==> src/rtl/i2c_regbank_pkg.sv <==
// Shared types and byte-map helpers for the I2C register bank.
// Included by the bank top and its pulse controller.
package i2c_regbank_pkg;

    typedef enum logic [1:0] {
        ST_IDLE,
        ST_PTR,
        ST_WR,
        ST_RD
    } state_t;

    localparam int         DEF_REG_BYTES = 4;
    localparam int         DEF_NUM_RW    = 12;
    localparam int         DEF_NUM_RO    = 8;
    localparam logic [7:0] DEF_RO_BASE   = 8'h40;
    localparam int         DEF_PULSE_IDX = 11;
    localparam int         DEF_PULSE_LEN = 3;

    function automatic logic is_rw(input logic [7:0] a, input int nrw,
                                   input int rb);
        return int'(a) < nrw * rb;
    endfunction

    function automatic logic is_ro(input logic [7:0] a, input logic [7:0] base,
                                   input int nro, input int rb);
        return (int'(a) >= int'(base)) && (int'(a) < int'(base) + nro * rb);
    endfunction

    function automatic int addr_idx(input logic [7:0] a, input logic [7:0] base,
                                    input int rb);
        return (int'(a) - int'(base)) / rb;
    endfunction

    function automatic logic [1:0] addr_byte(input logic [7:0] a,
                                             input logic [7:0] base,
                                             input int rb);
        return 2'((int'(a) - int'(base)) % rb);
    endfunction

endpackage

==> src/rtl/i2c_regbank_param_pulse.sv <==
// Hold-time counter for the self-clearing register.
// A non-zero commit loads the counter; clear fires as it runs out.
module regbank_pulse_ctrl
    import i2c_regbank_pkg::*;
#(
    parameter int PULSE_LEN = DEF_PULSE_LEN
) (
    input  logic clk,
    input  logic rst_n,
    input  logic load,
    input  logic zero,
    output logic clear
);

    localparam int CW = $clog2(PULSE_LEN + 1);

    logic [CW-1:0] cnt;

    // Reload on commit, otherwise count down to zero.
    always_ff @(posedge clk or negedge rst_n) begin
        if (!rst_n) begin
            cnt <= '0;
        end else if (load) begin
            cnt <= zero ? '0 : CW'(PULSE_LEN);
        end else if (cnt != '0) begin
            cnt <= cnt - CW'(1);
        end
    end

    // A fresh commit always beats the expiring pulse.
    always_comb begin
        clear = !load && (cnt == CW'(1));
    end

endmodule

==> src/rtl/i2c_regbank_param.sv <==
// Byte-addressed register bank behind the I2C slave byte engine.
// Atomic multi-byte writes, snapshot-coherent reads, self-clearing reg.
module i2c_regbank_param
    import i2c_regbank_pkg::*;
#(
    parameter int         REG_BYTES = DEF_REG_BYTES,
    parameter int         NUM_RW    = DEF_NUM_RW,
    parameter int         NUM_RO    = DEF_NUM_RO,
    parameter logic [7:0] RO_BASE   = DEF_RO_BASE,
    parameter int         PULSE_IDX = DEF_PULSE_IDX,
    parameter int         PULSE_LEN = DEF_PULSE_LEN,
    parameter logic [NUM_RW*8*REG_BYTES-1:0] RW_RESET = '0
) (
    input  logic                            clk,
    input  logic                            rst_n,
    input  logic                            start,
    input  logic                            stop,
    input  logic                            data_vld,
    input  logic                            r_w,
    input  logic [7:0]                      rx_data,
    output logic [7:0]                      tx_data,
    input  logic [NUM_RO*8*REG_BYTES-1:0]   ro_regs,
    output logic [NUM_RW*8*REG_BYTES-1:0]   rw_regs,
    output logic [NUM_RW-1:0]               commit
);

    localparam int         RW       = 8 * REG_BYTES;
    localparam logic [7:0] ADDR_TOP = 8'(int'(RO_BASE) + NUM_RO * REG_BYTES - 1);
    localparam logic [1:0] LAST_B   = 2'(REG_BYTES - 1);

    state_t            state;
    state_t            state_nx;
    logic [7:0]        ptr;
    logic [7:0]        ptr_nx;
    logic              reload;
    logic [RW-1:0]     rw_q [NUM_RW];
    logic [RW-1:0]     shadow;
    logic [RW-1:0]     snap;
    logic [RW-1:0]     cm_word;
    logic [RW-1:0]     rd_word;
    logic              byte_ev;
    logic              ptr_ld;
    logic              ptr_step;
    logic              wr_hit;
    logic              wr_last;
    logic              rd_hit;
    logic              pulse_clr;
    logic [1:0]        wb;
    logic [1:0]        rb;
    logic [NUM_RW-1:0] commit_nx;

    // Transfer state register.
    always_ff @(posedge clk or negedge rst_n) begin
        if (!rst_n) begin
            state <= ST_IDLE;
        end else begin
            state <= state_nx;
        end
    end

    // Next state: start beats stop, which beats a byte.
    always_comb begin
        state_nx = state;
        if (start) begin
            state_nx = r_w ? ST_RD : ST_PTR;
        end else if (stop) begin
            state_nx = ST_IDLE;
        end else if (data_vld && state == ST_PTR) begin
            state_nx = ST_WR;
        end
    end

    // Byte decode: pointer load/step, shadow fill and commit selection.
    always_comb begin
        byte_ev  = data_vld && !start && (state != ST_IDLE);
        ptr_ld   = byte_ev && (state == ST_PTR);
        ptr_step = byte_ev && (state == ST_WR || state == ST_RD);
        wr_hit   = byte_ev && (state == ST_WR) &&
                   is_rw(ptr, NUM_RW, REG_BYTES);
        wb       = addr_byte(ptr, 8'h00, REG_BYTES);
        wr_last  = wr_hit && (wb == LAST_B);
        cm_word  = shadow;
        cm_word[RW-8 +: 8] = rx_data;
        commit_nx = '0;
        for (int i = 0; i < NUM_RW; i++) begin
            if (wr_last && addr_idx(ptr, 8'h00, REG_BYTES) == i) begin
                commit_nx[i] = 1'b1;
            end
        end
        ptr_nx = ptr;
        if (ptr_ld) begin
            ptr_nx = rx_data;
        end else if (ptr_step) begin
            ptr_nx = (ptr == ADDR_TOP) ? 8'h00 : ptr + 8'd1;
        end
    end

    // Whole-register read mux for the byte the pointer addresses.
    always_comb begin
        rd_word = '0;
        rd_hit  = 1'b0;
        rb      = '0;
        if (is_rw(ptr, NUM_RW, REG_BYTES)) begin
            rd_hit = 1'b1;
            rb     = addr_byte(ptr, 8'h00, REG_BYTES);
            for (int i = 0; i < NUM_RW; i++) begin
                if (addr_idx(ptr, 8'h00, REG_BYTES) == i) begin
                    rd_word = rw_q[i];
                end
            end
        end else if (is_ro(ptr, RO_BASE, NUM_RO, REG_BYTES)) begin
            rd_hit = 1'b1;
            rb     = addr_byte(ptr, RO_BASE, REG_BYTES);
            for (int j = 0; j < NUM_RO; j++) begin
                if (addr_idx(ptr, RO_BASE, REG_BYTES) == j) begin
                    rd_word = ro_regs[j*RW +: RW];
                end
            end
        end
    end

    // Pointer, plus a flag to refresh tx_data the cycle after it moves.
    always_ff @(posedge clk or negedge rst_n) begin
        if (!rst_n) begin
            ptr    <= '0;
            reload <= 1'b0;
        end else begin
            ptr    <= ptr_nx;
            reload <= start || ptr_ld || ptr_step;
        end
    end

    // Byte 0 snapshots the register; later bytes come from the snapshot.
    always_ff @(posedge clk or negedge rst_n) begin
        if (!rst_n) begin
            tx_data <= '0;
            snap    <= '0;
        end else if (reload) begin
            if (!rd_hit) begin
                tx_data <= '0;
            end else if (rb == 2'd0) begin
                snap    <= rd_word;
                tx_data <= rd_word[7:0];
            end else begin
                tx_data <= snap[rb*8 +: 8];
            end
        end
    end

    // Lower bytes collect in one shared shadow until the top byte lands.
    always_ff @(posedge clk or negedge rst_n) begin
        if (!rst_n) begin
            shadow <= '0;
        end else if (wr_hit && !wr_last) begin
            shadow[wb*8 +: 8] <= rx_data;
        end
    end

    // Committed registers and their one-cycle strobes.
    always_ff @(posedge clk or negedge rst_n) begin
        if (!rst_n) begin
            for (int i = 0; i < NUM_RW; i++) begin
                rw_q[i] <= (i == PULSE_IDX) ? '0 : RW_RESET[i*RW +: RW];
            end
            commit <= '0;
        end else begin
            for (int i = 0; i < NUM_RW; i++) begin
                if (commit_nx[i]) begin
                    rw_q[i] <= cm_word;
                end else if (i == PULSE_IDX && pulse_clr) begin
                    rw_q[i] <= '0;
                end
            end
            commit <= commit_nx;
        end
    end

    // Flatten the register array onto the output bus.
    always_comb begin
        rw_regs = '0;
        for (int i = 0; i < NUM_RW; i++) begin
            rw_regs[i*RW +: RW] = rw_q[i];
        end
    end

    regbank_pulse_ctrl #(
        .PULSE_LEN (PULSE_LEN)
    ) u_pulse (
        .clk   (clk),
        .rst_n (rst_n),
        .load  (commit_nx[PULSE_IDX]),
        .zero  (cm_word == '0),
        .clear (pulse_clr)
    );

endmodule

==> config.mk <==
export PLATFORM = sky130hd
export DESIGN_NAME = i2c_regbank_param
export DESIGN_NICKNAME = d
export VERILOG_FILES = /design/src/rtl/i2c_regbank_pkg.sv /design/src/rtl/i2c_regbank_param_pulse.sv /design/src/rtl/i2c_regbank_param.sv
export SDC_FILE = /design/constraint.sdc
export NUM_CORES = 1
export LEC_CHECK = 0
export CAP_MARGIN = 20
export CORE_AREA = 2 2 259 261
export CTS_CLUSTER_DIAMETER = 50
export DETAILED_ROUTE_END_ITERATION = 7
export DIE_AREA = 0 0 261 263
export DONT_BUFFER_PORTS = 1
export PLACE_DENSITY_LB_ADDON = 0.15
export SLEW_MARGIN = 20
export SYNTH_ARGS = -nofsm -noshare
export SYNTH_HDL_FRONTEND = slang
export SYNTH_HIERARCHICAL = 1
export SYNTH_SLANG_ARGS = --single-unit
==> constraint.sdc <==
create_clock -name clk -period 5.5 [get_ports clk]
set_clock_uncertainty 0.1 [all_clocks]
set_input_delay 0.55 -clock clk [delete_from_list [all_inputs] [get_ports clk]]
set_output_delay 0.55 -clock clk [all_outputs]
set_load 0.02 [all_outputs]
# Word-level counts from Yosys, hierarchy flattened
# Cells that the tools add are included.
[classes]
add_sub_neg = 5
multipliers = 0
div = 0
n_lt_le_gt_ge = 3
eq_ne = 24
n_shift = 3
n_mux = 53
bitwise = 1
n_reduce_logical = 41
[ops]
columns = ["op", "n"]
rows = [
  ["two-way mux 32 bit", 24],
  ["== test 32 x 4 -> 1 bit (second input constant)", 4],
  ["logical NOT 32 bit", 3],
  ["== test 32 x 3 -> 1 bit (second input constant)", 2],
  ["two-way mux 8 bit", 5],
  ["negation 5 -> 34 bit", 1],
  ["variable shift 8 x 34 -> 32 bit (first input constant)", 1],
  ["indexed part select 8 x 34 -> 32 bit", 1],
  ["adder 32 x 1 -> 32 bit", 1],
  ["bitwise mux 32 bit", 1],
  ["== test 32 x 2 -> 1 bit (second input constant)", 1],
  ["indexed part select 32 x 6 -> 8 bit", 1],
  ["== test 6 x 4 -> 1 bit (second input constant)", 4],
  ["== test 6 x 5 -> 1 bit (second input constant)", 4],
  ["logical AND 1 bit", 23],
  ["two-way mux 2 bit", 9],
  ["two-way mux 1 bit", 14],
  ["== test 6 x 3 -> 1 bit (second input constant)", 2],
  ["nonzero test 2 bit", 5],
  ["subtractor 8 x 7 -> 9 bit (second input constant)", 1],
  ["adder 8 x 1 -> 8 bit (second input constant)", 1],
  ["== test 8 x 7 -> 1 bit (second input constant)", 1],
  [">= comparator 8 x 7 -> 1 bit (second input constant)", 1],
  ["less-than comparator 8 x 6 -> 1 bit (second input constant)", 1],
  ["12 further kinds", 19],
]
[word_totals]
ff_bits = 481
latch_bits = 0
ram_bits = 0
mem_bits_ro = 0
in_bits = 270
output_inout_bits = 404
wordCells = 150
memories = 0

# Logic depth before layout (Yosys ltp)
# Gate-level depths: netlist (run 1).
[depth]
ltp_word = 17
mapped_depth = 19
mapped_depth_nobuf = 15

# Modules after synthesis
# Netlist (run 1), hierarchy kept.
[modules_own_cells]
columns = ["module", "instances", "cells_each", "area_per_inst_um2", "seq_area_each_um2"]
rows = [
  ["i2c_regbank_param", 1, 2148, 24113.1, 11636.2],
  ["regbank_pulse_ctrl", 1, 13, 141.4, 50.0],
]

# Worst setup path before layout (run 1)
# Ideal clock, no wire load.
[synth_timing]
path_type = "reg-to-reg"
from = "register ptr[6]"
to = "register snap[19]"
setup_ps = 131
arrival_time_ps = 3956
t_required_ps = 5269
setup_slack_ps = 1312
stages_incl_launch_ff = 20
n_path_buf = 5
synth_period_minus_slack_ps = 4188
cell_sequence = "dfrtp_1 -> clkbuf_1 -> inv_1 -> ha_1 -> clkbuf_1 -> nor2b_1 -> ha_1 -> ha_1 -> buf_2 -> nand4_1 -> ha_1 -> and4b_1 -> nand3_1 -> nand2b_1 -> clkbuf_1 -> nor3_1 -> buf_2 -> and4_1 -> a2111oi_0 -> o21ai_1"
[synth_via]
elab_chain_cells = 14
elab_cells_between_ends = 55
cone_classes = "2 x add/sub; 3 x order compare; 18 x eq/ne; 26 x mux; 1 x bitwise; 5 x reduce/logical"
[synth_rtl]
columns = ["element", "line_no", "text"]
rows = [
  ["start: declaration", "i2c_regbank_param.sv:33", "logic [7:0] ptr;"],
  ["start signal: assignment", "i2c_regbank_param.sv:128", "ptr <= ptr_nx;"],
  ["subtractor 8 x 7 -> 9 bit or logical NOT 32 bit (tied branches)", "i2c_regbank_pkg.sv:31, i2c_regbank_param.sv:107", ""],
  ["AND 1 bit (no source line) or two-way mux 32 bit (tied branches)", "n/a", ""],
  ["adder 32 x 1 -> 32 bit (no source line) or two-way mux 32 bit (tied branches)", "n/a", ""],
  ["logical NOT 32 bit or two-way mux 32 bit (tied branches)", "i2c_regbank_param.sv:115, i2c_regbank_param.sv:107", ""],
  ["two-way mux 32 bit, on equally long branches (8 in series)", "i2c_regbank_param.sv:115, i2c_regbank_param.sv:107", ""],
  ["two-way mux 32 bit, on equally long branches", "i2c_regbank_param.sv:111, i2c_regbank_param.sv:107", ""],
  ["two-way mux 32 bit", "i2c_regbank_param.sv:103", "if (is_rw(ptr, NUM_RW, REG_BYTES)) begin"],
  ["end signal: assignment", "i2c_regbank_param.sv:142", "snap <= rd_word;"],
  ["end: declaration", "i2c_regbank_param.sv:38", "logic [RW-1:0] snap;"],
]
# Parallel ways exist; a longest one is shown, timed or not.
# A chain may end at the register's enable or synchronous reset.

# Worst setup path in the final report (run 1)
[layout_timing]
from = "register ptr[1]"
to = "register tx_data[5]"
[layout_via]
elab_chain_cells = 17
elab_cells_between_ends = 34
cone_classes = "2 x add/sub; 3 x order compare; 7 x eq/ne; 1 x shift; 16 x mux; 1 x bitwise; 4 x reduce/logical"
[layout_rtl]
columns = ["element", "line_no", "text"]
rows = [
  ["subtractor 8 x 7 -> 9 bit", "i2c_regbank_pkg.sv:31", "return (int'(a) - int'(base)) / rb;"],
  ["OR reduction 2 bit (no source line)", "n/a", ""],
  ["AND 1 bit (no source line)", "n/a", ""],
  ["adder 32 x 1 -> 32 bit (no source line)", "n/a", ""],
  ["logical NOT 32 bit", "i2c_regbank_param.sv:115", "if (addr_idx(ptr, RO_BASE, REG_BYTES) == j) begin"],
  ["two-way mux 32 bit (8 in series)", "i2c_regbank_param.sv:115", ""],
  ["two-way mux 32 bit", "i2c_regbank_param.sv:111", "end else if (is_ro(ptr, RO_BASE, NUM_RO, REG_BYTES)) begin"],
  ["two-way mux 32 bit", "i2c_regbank_param.sv:103", ""],
  ["two-way mux 8 bit", "i2c_regbank_param.sv:141", "end else if (rb == 2'd0) begin"],
  ["two-way mux 8 bit *", "i2c_regbank_param.sv:139", "if (!rd_hit) begin"],
  ["end signal: assignment", "i2c_regbank_param.sv:143", "tx_data <= rd_word[7:0];"],
  ["end signal: assignment", "i2c_regbank_param.sv:145", "tx_data <= snap[rb*8 +: 8];"],
  ["end: declaration", "i2c_regbank_param.sv:21", "output logic [7:0] tx_data,"],
]
# Every way passes the cells marked *; elsewhere a longest branch is shown, timed or not.

==> impl_metrics.ini, run 1 <==
[worst_setup_path]
crit_path_start = ptr[1]
critical_path.max_stage_delay_ns = 0.66
crit_buf_inv = 2
worstReg2RegEnd = tx_data[5]
r2r_start = ptr[1]
cp_max_fo = 24
cp_top_family = simple AND/OR/NAND/NOR gates
end_kind = flip-flop
critPathSlowestCell = nand4_2
reg2reg_depth = 15
crit_required_ns = 5.91
path_cells = clkinv_1, ha_1, nor2b_1, ha_4, nand4_4, inv_1, nand3_1, ha_1, nand3_1, mux2i_1, a21boi_4, nand4_2, or2_1, a311o_1, a22o_1
start_kind = flip-flop
cp.arrival_ns = 5.32
cp.depth = 15
crit_end = tx_data[5]
rrSetupSlack_ns = 0.60
crit_type = flip-flop to flip-flop

[synthesis]
synth_edf_count = 0
synthCells = 2161
synthFlopType = dfrtp_1
ys_ff_latch = 467
avgSynthCellArea_sq_um = 11.22
ys_seq_area_share_pct = 48.18
syn-num-nets = 2450
ys_async_sr_fraction_pct = 100.0
yosysUniqueCellTypes = 78
synth_area_sq_um = 24250
ys_warn_count = 6

[floorplan]
rows = 94
die_y_um = 263
dieArea_sq_um = 68640
io_pins = 674
start_util_pct = 36.96
core_sq_um = 65630
die_w_um = 261

[sta]
period_share_pct = 89.13
drv_slew = 0
max_freq_mhz = 204.0
worst_hold_slack_ns = -0.4805
rsz0062_at_grt = no
setup_viol = 0
setup_ws_ns = 0.5976
min_period_ns = 4.902
fin_setup_tns_ns = 0
worst_pin_slew_ns = 1.403
hold_viol = 467
maxSlewHeadroom_pct = 6.483

[route]
drc = 0
wl_met2_mm = 57.51
wl_mm = 116.9
top_layer_used = met5
wl_per_cell_um = 38.35
ant_nets = 0
vias = 19560
wl_met1_mm = 45.23
wl_met3_mm = 10.24
drt_iter0_drc = 1925
drt_pass1_iterations = 5
vias_per_cell = 6.416

[job]
maxCapViolations = 0

[power]
power_density_nw_per_um2 = 449.6
p_total_mw = 12.39
p_leak_nw = 12.17
ir_worst_vdd_mv = 0.3850

[cts]
worstSkewPairLatency_ns = 0.64
clk_pin_slew_worst_paths_ns = 0.06
cts_tree = built
cts_buffers = 61
cts.path.max_buffers = 3
h-tree-depth = 2
cts_root_buf = clkbuf_16
postCtsHoldBufs = 13
cts_sinks = 467

[global_route]
grt_usage_pct = 32.93
antenna_found_initial = 15
grt_max_degree = 468
first_global_vias = 19330
gr-total-overflow = 0
grt_first_pass_wirelength_mm = 159.5

[status]
status = finished with violations
failed_checks = hold timing

[layout]
fin_cells = 3049
utilization_pct = 41.99
seq_area_sq_um = 11700
fillers = 6219
drive_gt1_share_pct = 28.97
area_delta_synth_final_pct = 13.61
multi_input_area_sq_um = 11810
layout.nets = 2415

[placement]
io_buffer_count = 0
gp_congestion = 0.9166
dpl.cell_count = 2914
place_ws_ns = 0.6833
hpwlAfterDp_mm = 83.53

[min_path]
hold_class = primary input to asynchronous set/reset pin
[per-layer routing]
layer / vias to the layer above / global-route usage (%)
met5: - / 0
met4: 6 / 10.60
met3: 179 / 9.339
met2: 1053 / 55.94
met1: 10320 / 40.11
li1: 8004 / -
[report_power, final]
group	internal, mW	total (mW)	switching, mW
registers	3.62	4.03	0.413
clock network	2.40	4.09	1.69
logic	1.45	4.27	2.82
total	7.47	12.4	4.92
[cells in the mapped netlist (all sizes together), types with 11 or more instances]
| cell | count | area (sq um) |
|---|---|---|
| o21ai | 167 | 835.8 |
| and2 | 14 | 87.58 |
| ha | 19 | 237.7 |
| dfrtp | 467 | 11690 |
| nand3 | 26 | 130.1 |
| mux2 | 371 | 4178 |
| buf | 77 | 390.4 |
| nand2b | 41 | 256.5 |
| o22ai | 44 | 281.5 |
| a31oi | 15 | 93.84 |
| mux2i | 61 | 610.6 |
| clkbuf | 109 | 409.1 |
| mux4 | 36 | 810.8 |
| a21oi | 87 | 435.4 |
| nand4 | 22 | 171.4 |
| inv | 28 | 105.1 |
| nor2 | 61 | 229.0 |
| a211oi | 23 | 177.7 |
| and3 | 11 | 68.82 |
| nor4 | 12 | 75.07 |
| nand2 | 177 | 664.4 |
| nor2b | 25 | 163.9 |
| o221ai | 19 | 166.4 |
| nor3 | 32 | 180.2 |
| a22oi | 52 | 390.4 |
[through the flow]
| stage | instance area [sq um] | hold WS, ns |
|---|---|---|
| finish | 27560 | -0.4805 |
| global route | 27550 | -0.5001 |
| CTS | 27530 | -0.5104 |
| detailed placement | 25330 | 0.1714 |
| global placement | 25320 | 0.1702 |
| floorplan | 24250 | 0.1544 |
[worst register-to-register path, cell delays in order, from the launching register on]
cell and delay [ns]:
dfrtp_1 0.35, clkinv_1 0.28, ha_1 0.36, nor2b_1 0.21, ha_4 0.19, nand4_4 0.14, inv_1 0.21, nand3_1 0.11
ha_1 0.31, nand3_1 0.08, mux2i_1 0.25, a21boi_4 0.49, nand4_2 0.67, or2_1 0.49, a311o_1 0.37, a22o_1 0.20
[how the worst min path moves through the flow]
stage | to | slack, ns | cells after the start | startpoint
6_report | commit[5] | -0.48 | 0 | rst_n
4_1_cts | commit[5] | -0.51 | 0 | rst_n
3_5_place_dp | commit[5] | 0.17 | 0 | rst_n
2_1_floorplan | commit[0] | 0.15 | 0 | rst_n
3_3_place_gp | commit[0] | 0.17 | 0 | rst_n
5_1_grt | commit[5] | -0.50 | 0 | rst_n
[kinds of logic after synthesis]
family | after synthesis | synth area share [%]
flops | 467 | 48.18
mux | 468 | 23.08
xor+xnor | 1 | 0.03612
simple gates | 465 | 9.812
buf+inv | 217 | 3.776
compound gates | 524 | 14.13
fa+ha+maj | 19 | 0.9801
[final cells by class]
| type | instances | area share (%) |
|---|---|---|
| antenna | 10 | 0.09081 |
| multi-input combinational | 1477 | 42.87 |
| clock inverter | 32 | 1.312 |
| timing repair buffer | 88 | 2.742 |
| tap | 864 | 3.923 |
| clock buffer | 80 | 6.202 |
| sequential | 467 | 42.44 |
| inverter | 31 | 0.4223 |
[layout by cell type, fill, tap and decap left out, types with 36 or more instances in the layout]
| master | count |
|---|---|
| nand2_1 | 177 |
| a21oi_1 | 87 |
| nand2b_1 | 41 |
| mux2_2 | 371 |
| dfrtp_1 | 464 |
| nor2_1 | 54 |
| clkbuf_16 | 62 |
| buf_4 | 70 |
| a22oi_1 | 52 |
| o21ai_0 | 162 |
| mux4_2 | 36 |
| o22ai_1 | 43 |
| mux2i_1 | 61 |
[registers in the layout, indices dropped and copies added, names as in the netlist]
name and flops:
shadow 24, reload 1, state 2, commit 12, u_pulse/cnt 2, tx_data 8
rw_regs 384, snap 26, ptr 8
[repair_timing]
action / CTS / global route
resized for setup: 0 / 0
buffers inserted: 0 / 0
endpoints found under the setup margin: 0 / 0
hold endpoints to repair: 590 / 467
Note: power is estimated with default switching activity, not from simulation.
==> inputs of run 2 (changes only) <==
--- a/config.mk
+++ b/config.mk
@@ -12,6 +12,7 @@
 export DIE_AREA = 0 0 261 263
 export DONT_BUFFER_PORTS = 1
 export PLACE_DENSITY_LB_ADDON = 0.15
+export REMOVE_ABC_BUFFERS = 1
 export SLEW_MARGIN = 20
 export SYNTH_ARGS = -nofsm -noshare
 export SYNTH_HDL_FRONTEND = slang
==> run 2 against run 1 <==
Against the previous run:
- the run still ends with hold timing left
- hold slack improved by 0.017 ns
- non-clock buffer count decreased by 5
- total power increased by 6.0%
- sequential power about the same
- first-iteration DRC count increased by 9.0%
- wire length increased by 2.7%
- global-route usage increased by 1.3 points
- fmax increased by 1.9%
==> impl_metrics.ini, run 2 (synthesis results as in run 1) <==
[floorplan]
rows = 94
dieArea_sq_um = 68640
core_sq_um = 65630
io_pins = 674
die_y_um = 263
die_w_um = 261
start_util_pct = 36.96

[route]
drt_iter0_drc = 2099
wl_mm = 120.1
vias_per_cell = 6.436
vias = 19840
ant_nets = 0
drt_pass1_iterations = 7
drc = 0
wl_per_cell_um = 38.96

[sta]
worst_hold_slack_ns = -0.4630
rsz0062_at_grt = no
worst_pin_slew_ns = 1.215
maxSlewHeadroom_pct = 18.97
min_period_ns = 4.810
hold_viol = 467
max_freq_mhz = 207.9
drv_slew = 0
setup_ws_ns = 0.6902
period_share_pct = 87.45
setup_viol = 0

[cts]
h-tree-depth = 3
worstSkewPairLatency_ns = 0.64
cts.path.max_buffers = 3
cts_tree = built
postCtsHoldBufs = 12
post_cts_buffers = 0
clk_pin_slew_worst_paths_ns = 0.06
post_cts_resized = 0
cts_sinks = 467
cts_root_buf = clkbuf_16
cts_buffers = 73

[job]
maxCapViolations = 0

[layout]
layout.nets = 2422
multi_input_area_sq_um = 11810
drive_gt1_share_pct = 29.62
seq_area_sq_um = 11700
layout_commonest_cell = dfrtp_1
largest_reg_flops = 384
layout_common_cells = dfrtp_1, mux2_2, nand2_1, o21ai_0, a21oi_1
area_delta_synth_final_pct = 15.28
fillers = 6312
fin_cells = 3082

[status]
failed_checks = hold timing
status = finished with violations

[min_path]
hold_class = primary input to asynchronous set/reset pin

[global_route]
grt_usage_pct = 34.22
antenna_found_initial = 41
grt_first_pass_wirelength_mm = 164.4
grt_max_degree = 468
first_global_vias = 19610
gr-total-overflow = 0

[placement]
io_buffer_count = 0
dpl.cell_count = 2909
place_ws_ns = 0.8212
gp_congestion = 0.9091
hpwlAfterDp_mm = 84.62

[worst_setup_path]
start_kind = flip-flop
cp_max_fo = 17
crit_type = flip-flop to flip-flop
end_kind = flip-flop
crit_required_ns = 5.95
cp.arrival_ns = 5.26

[power]
ir_worst_vdd_mv = 0.2561
p_leak_nw = 12.32
power_density_nw_per_um2 = 469.9
## run 2: cell count changes in the layout (fill, tap and decap cells not counted), sizes merged
cell,previous run,this run
diode,10,30
clkbuf,80,86
clkinvlp,5,10
buf,75,71
clkinv,14,18
inv,40,43
dlygate4sd3,13,12
## run 2: critical path, stage by stage, from the launching register on
cell,delay (ns)
dfrtp_1,0.35
clkinv_1,0.34
ha_1,0.39
nor2b_1,0.19
ha_4,0.20
nand4_4,0.15
inv_1,0.22
nand3_1,0.10
ha_1,0.32
nand3_1,0.08
mux2i_1,0.27
a21boi_4,0.53
nand3_1,0.60
o22ai_1,0.52
a311o_1,0.24
a22o_1,0.12
## run 2: final timing paths
check / from / to / slack, ns / depth (start not counted)
worst max-delay path: ptr[1] / tx_data[5] / 0.69 / 15
worst min-delay path: rst_n / commit[2] / -0.46 / 0
worst max register to register: ptr[1] / tx_data[5] / 0.69 / 15
worst min register to register: snap[13] / snap[13] / 0.41 / 2
max in group asynchronous: rst_n / ptr[2] / 4.64 / 0
min in group clk: rx_data[5] / ptr[5] / 0.03 / 2
## run 2: routing by layer
layer	GRT usage (%)	up-vias	share of wire (%)	wire length, um
met5	0	-	0.077	92
met2	56.20	1119	49	58270
met3	10.79	260	9.3	11200
li1	-	8023	-	-
met1	40.53	10420	37	44370
met4	16.32	12	5.1	6139
## run 2: through the flow
step / hold slack (ns) / setup TNS, ns / utilization [%] / area (sq um) / power, mW
after floorplan: 0.1544 / -19.55 / - / 23460 / 6.491
after global placement: 0.1745 / 0 / 38.50 / 25260 / 8.347
after detailed placement: 0.1775 / 0 / 38.52 / 25280 / 8.337
after CTS: -0.4977 / 0 / 42.47 / 27870 / 13.11
after global routing: -0.4940 / 0 / 42.59 / 27950 / 13.57
final: -0.4630 / 0 / 42.61 / 27960 / 13.14
## run 2: where the power goes
group	total, mW	internal [mW]	switching [mW]
combinational	4.36	1.44	2.93
clock	4.71	2.80	1.91
sequential	4.06	3.62	0.447
## run 2: area by class of cell
| cell class | count | share of cell area, % |
|---|---|---|
| repair buffers | 83 | 2.533 |
| clock inverters | 44 | 1.853 |
| inverters | 31 | 0.4161 |
| multi-input cells | 1477 | 42.24 |
| flip-flops and latches | 467 | 41.82 |
| clock buffers | 86 | 6.998 |
| well taps | 864 | 3.866 |
| diodes | 30 | 0.2685 |
==> inputs of run 3 (changes only) <==
--- a/config.mk
+++ b/config.mk
@@ -6,10 +6,9 @@
 export NUM_CORES = 1
 export LEC_CHECK = 0
 export CAP_MARGIN = 20
-export CORE_AREA = 2 2 259 261
+export CORE_UTILIZATION = 35
 export CTS_CLUSTER_DIAMETER = 50
 export DETAILED_ROUTE_END_ITERATION = 7
-export DIE_AREA = 0 0 261 263
 export DONT_BUFFER_PORTS = 1
 export PLACE_DENSITY_LB_ADDON = 0.15
 export REMOVE_ABC_BUFFERS = 1
==> run 3 against run 2 <==
Against the previous run:
- die area up 2.5%
- flip-flop and latch count stayed put
- critical endpoint is now tx_data[2]
- sequential share of layout area fell by 0.25 points
- register-to-register slack gained 0.13 ns
- via count is 1.2% lower
- first-iteration DRC count down 17%
- total power is 0.37% higher
- hold slack better by 0.026 ns
- fmax increased by 2.7%
- clock-buffer cell count grew 8
- the run still ends with hold timing left
==> impl_metrics.ini, run 3 (synthesis results as in run 1) <==
[floorplan]
dieArea_sq_um = 70350
io_pins = 674
core_sq_um = 68590
rows = 96
die_y_um = 265.2
die_w_um = 265.2
start_util_pct = 35.36

[global_route]
grt_first_pass_wirelength_mm = 163.3
antenna_found_initial = 41
first_global_vias = 19420
grt_usage_pct = 33.26
gr-total-overflow = 0
grt_max_degree = 468

[power]
p_leak_nw = 12.39
p_total_mw = 13.19
power_density_nw_per_um2 = 468.8
ir_worst_vdd_mv = 0.3972

[cts]
cts_root_buf = clkbuf_16
cts_buffers = 73
cts.path.max_buffers = 3
h-tree-depth = 3
cts_sinks = 467
post_cts_buffers = 0
worstSkewPairLatency_ns = 0.60
clk_pin_slew_worst_paths_ns = 0.05
cts_tree = built
postCtsHoldBufs = 12
post_cts_resized = 0

[sta]
worst_hold_slack_ns = -0.4373
fin_setup_tns_ns = 0
period_share_pct = 85.16
max_freq_mhz = 213.5
drv_slew = 0
worst_pin_slew_ns = 1.307
hold_viol = 467
rsz0062_at_grt = no
setup_viol = 0
min_period_ns = 4.684
setup_ws_ns = 0.8162
maxSlewHeadroom_pct = 12.86

[worst_setup_path]
crit_required_ns = 5.87
start_kind = flip-flop
cp.arrival_ns = 5.06
cp_max_fo = 17
crit_path_frequent_cell = nand3_1
reg2reg_depth = 15
critPathSlowestCell = nand3_1
end_kind = flip-flop
cp_top_family = compound AO/OA/AOI/OAI gates
path_cells = inv_1, ha_1, nor2b_1, ha_4, nand4_4, inv_1, nand3_1, ha_1, nand3_1, mux2i_1, a21boi_4, nand3_1, o221ai_1, o211ai_1, a22o_1
crit_buf_inv = 2
crit_type = flip-flop to flip-flop
cp.depth = 15
critical_path.max_stage_delay_ns = 0.61

[placement]
place_ws_ns = 0.8473
gp_congestion = 0.8984
hpwlAfterDp_mm = 84.28
io_buffer_count = 0

[layout]
layout_commonest_cell = dfrtp_1
largest_reg_flops = 384
utilization_pct = 41.01
area_delta_synth_final_pct = 15.97
layout.nets = 2421
layout_common_cells = dfrtp_1, mux2_2, nand2_1, o21ai_0, a21oi_1
drive_gt1_share_pct = 29.69

[route]
vias_per_cell = 6.221
wl_per_cell_um = 37.81
wl_mm = 119.1
drt_pass1_iterations = 7
ant_nets = 0
drc = 0
drt_iter0_drc = 1732
vias = 19600

[status]
status = finished with violations
failed_checks = hold timing

[min_path]
hold_class = primary input to asynchronous set/reset pin

[job]
maxCapViolations = 0
run 3: power breakdown:
part           switching, mW  total [mW]  internal [mW]
clock                   1.81        4.88           3.07
combinational           2.82        4.27           1.45
sequential             0.421        4.04           3.62
total                   5.05        13.2           8.14
run 3: metal layers:
| layer | share of wire (%) | GRT usage (%) | vias up |
|---|---|---|---|
| met2 | 48 | 54.75 | 1064 |
| met4 | 5.0 | 17.08 | 12 |
| met1 | 37 | 38.64 | 10230 |
| met5 | 0.075 | 0 | - |
| li1 | - | - | 8034 |
| met3 | 9.5 | 10.90 | 251 |
run 3: through the flow:
stage | area (sq um) | instances
2_1_floorplan | 23460 | 1975
3_3_place_gp | 25360 | 2975
3_5_place_dp | 25370 | 2975
4_1_cts | 28040 | 3119
5_1_grt | 28120 | 3148
6_report | 28130 | 3150
run 3: area by class of cell:
cell class | instances | area, sq um
Inverter | 31 | 116.4
Tap cell | 931 | 1165
Timing Repair Buffer | 82 | 703.2
Fill cell | 6625 | 40460
Multi-Input combinational cell | 1477 | 11820
Clock inverter | 38 | 473.0
Clock buffer | 94 | 2079
Antenna cell | 30 | 75.07
Sequential cell | 467 | 11700
run 3: path summary, 6_finish.rpt:
| kind | startpoint | end | slack (ns) |
|---|---|---|---|
| setup / recovery | ptr[6] | tx_data[2] | 0.82 |
| max in group asynchronous | rst_n | rw_regs[381] | 4.68 |
| setup reg to reg | ptr[6] | tx_data[2] | 0.82 |
| hold reg to reg | snap[28] | snap[28] | 0.39 |
| min in group clk | rx_data[6] | shadow[22] | 0.05 |
| hold / removal | rst_n | commit[2] | -0.44 |
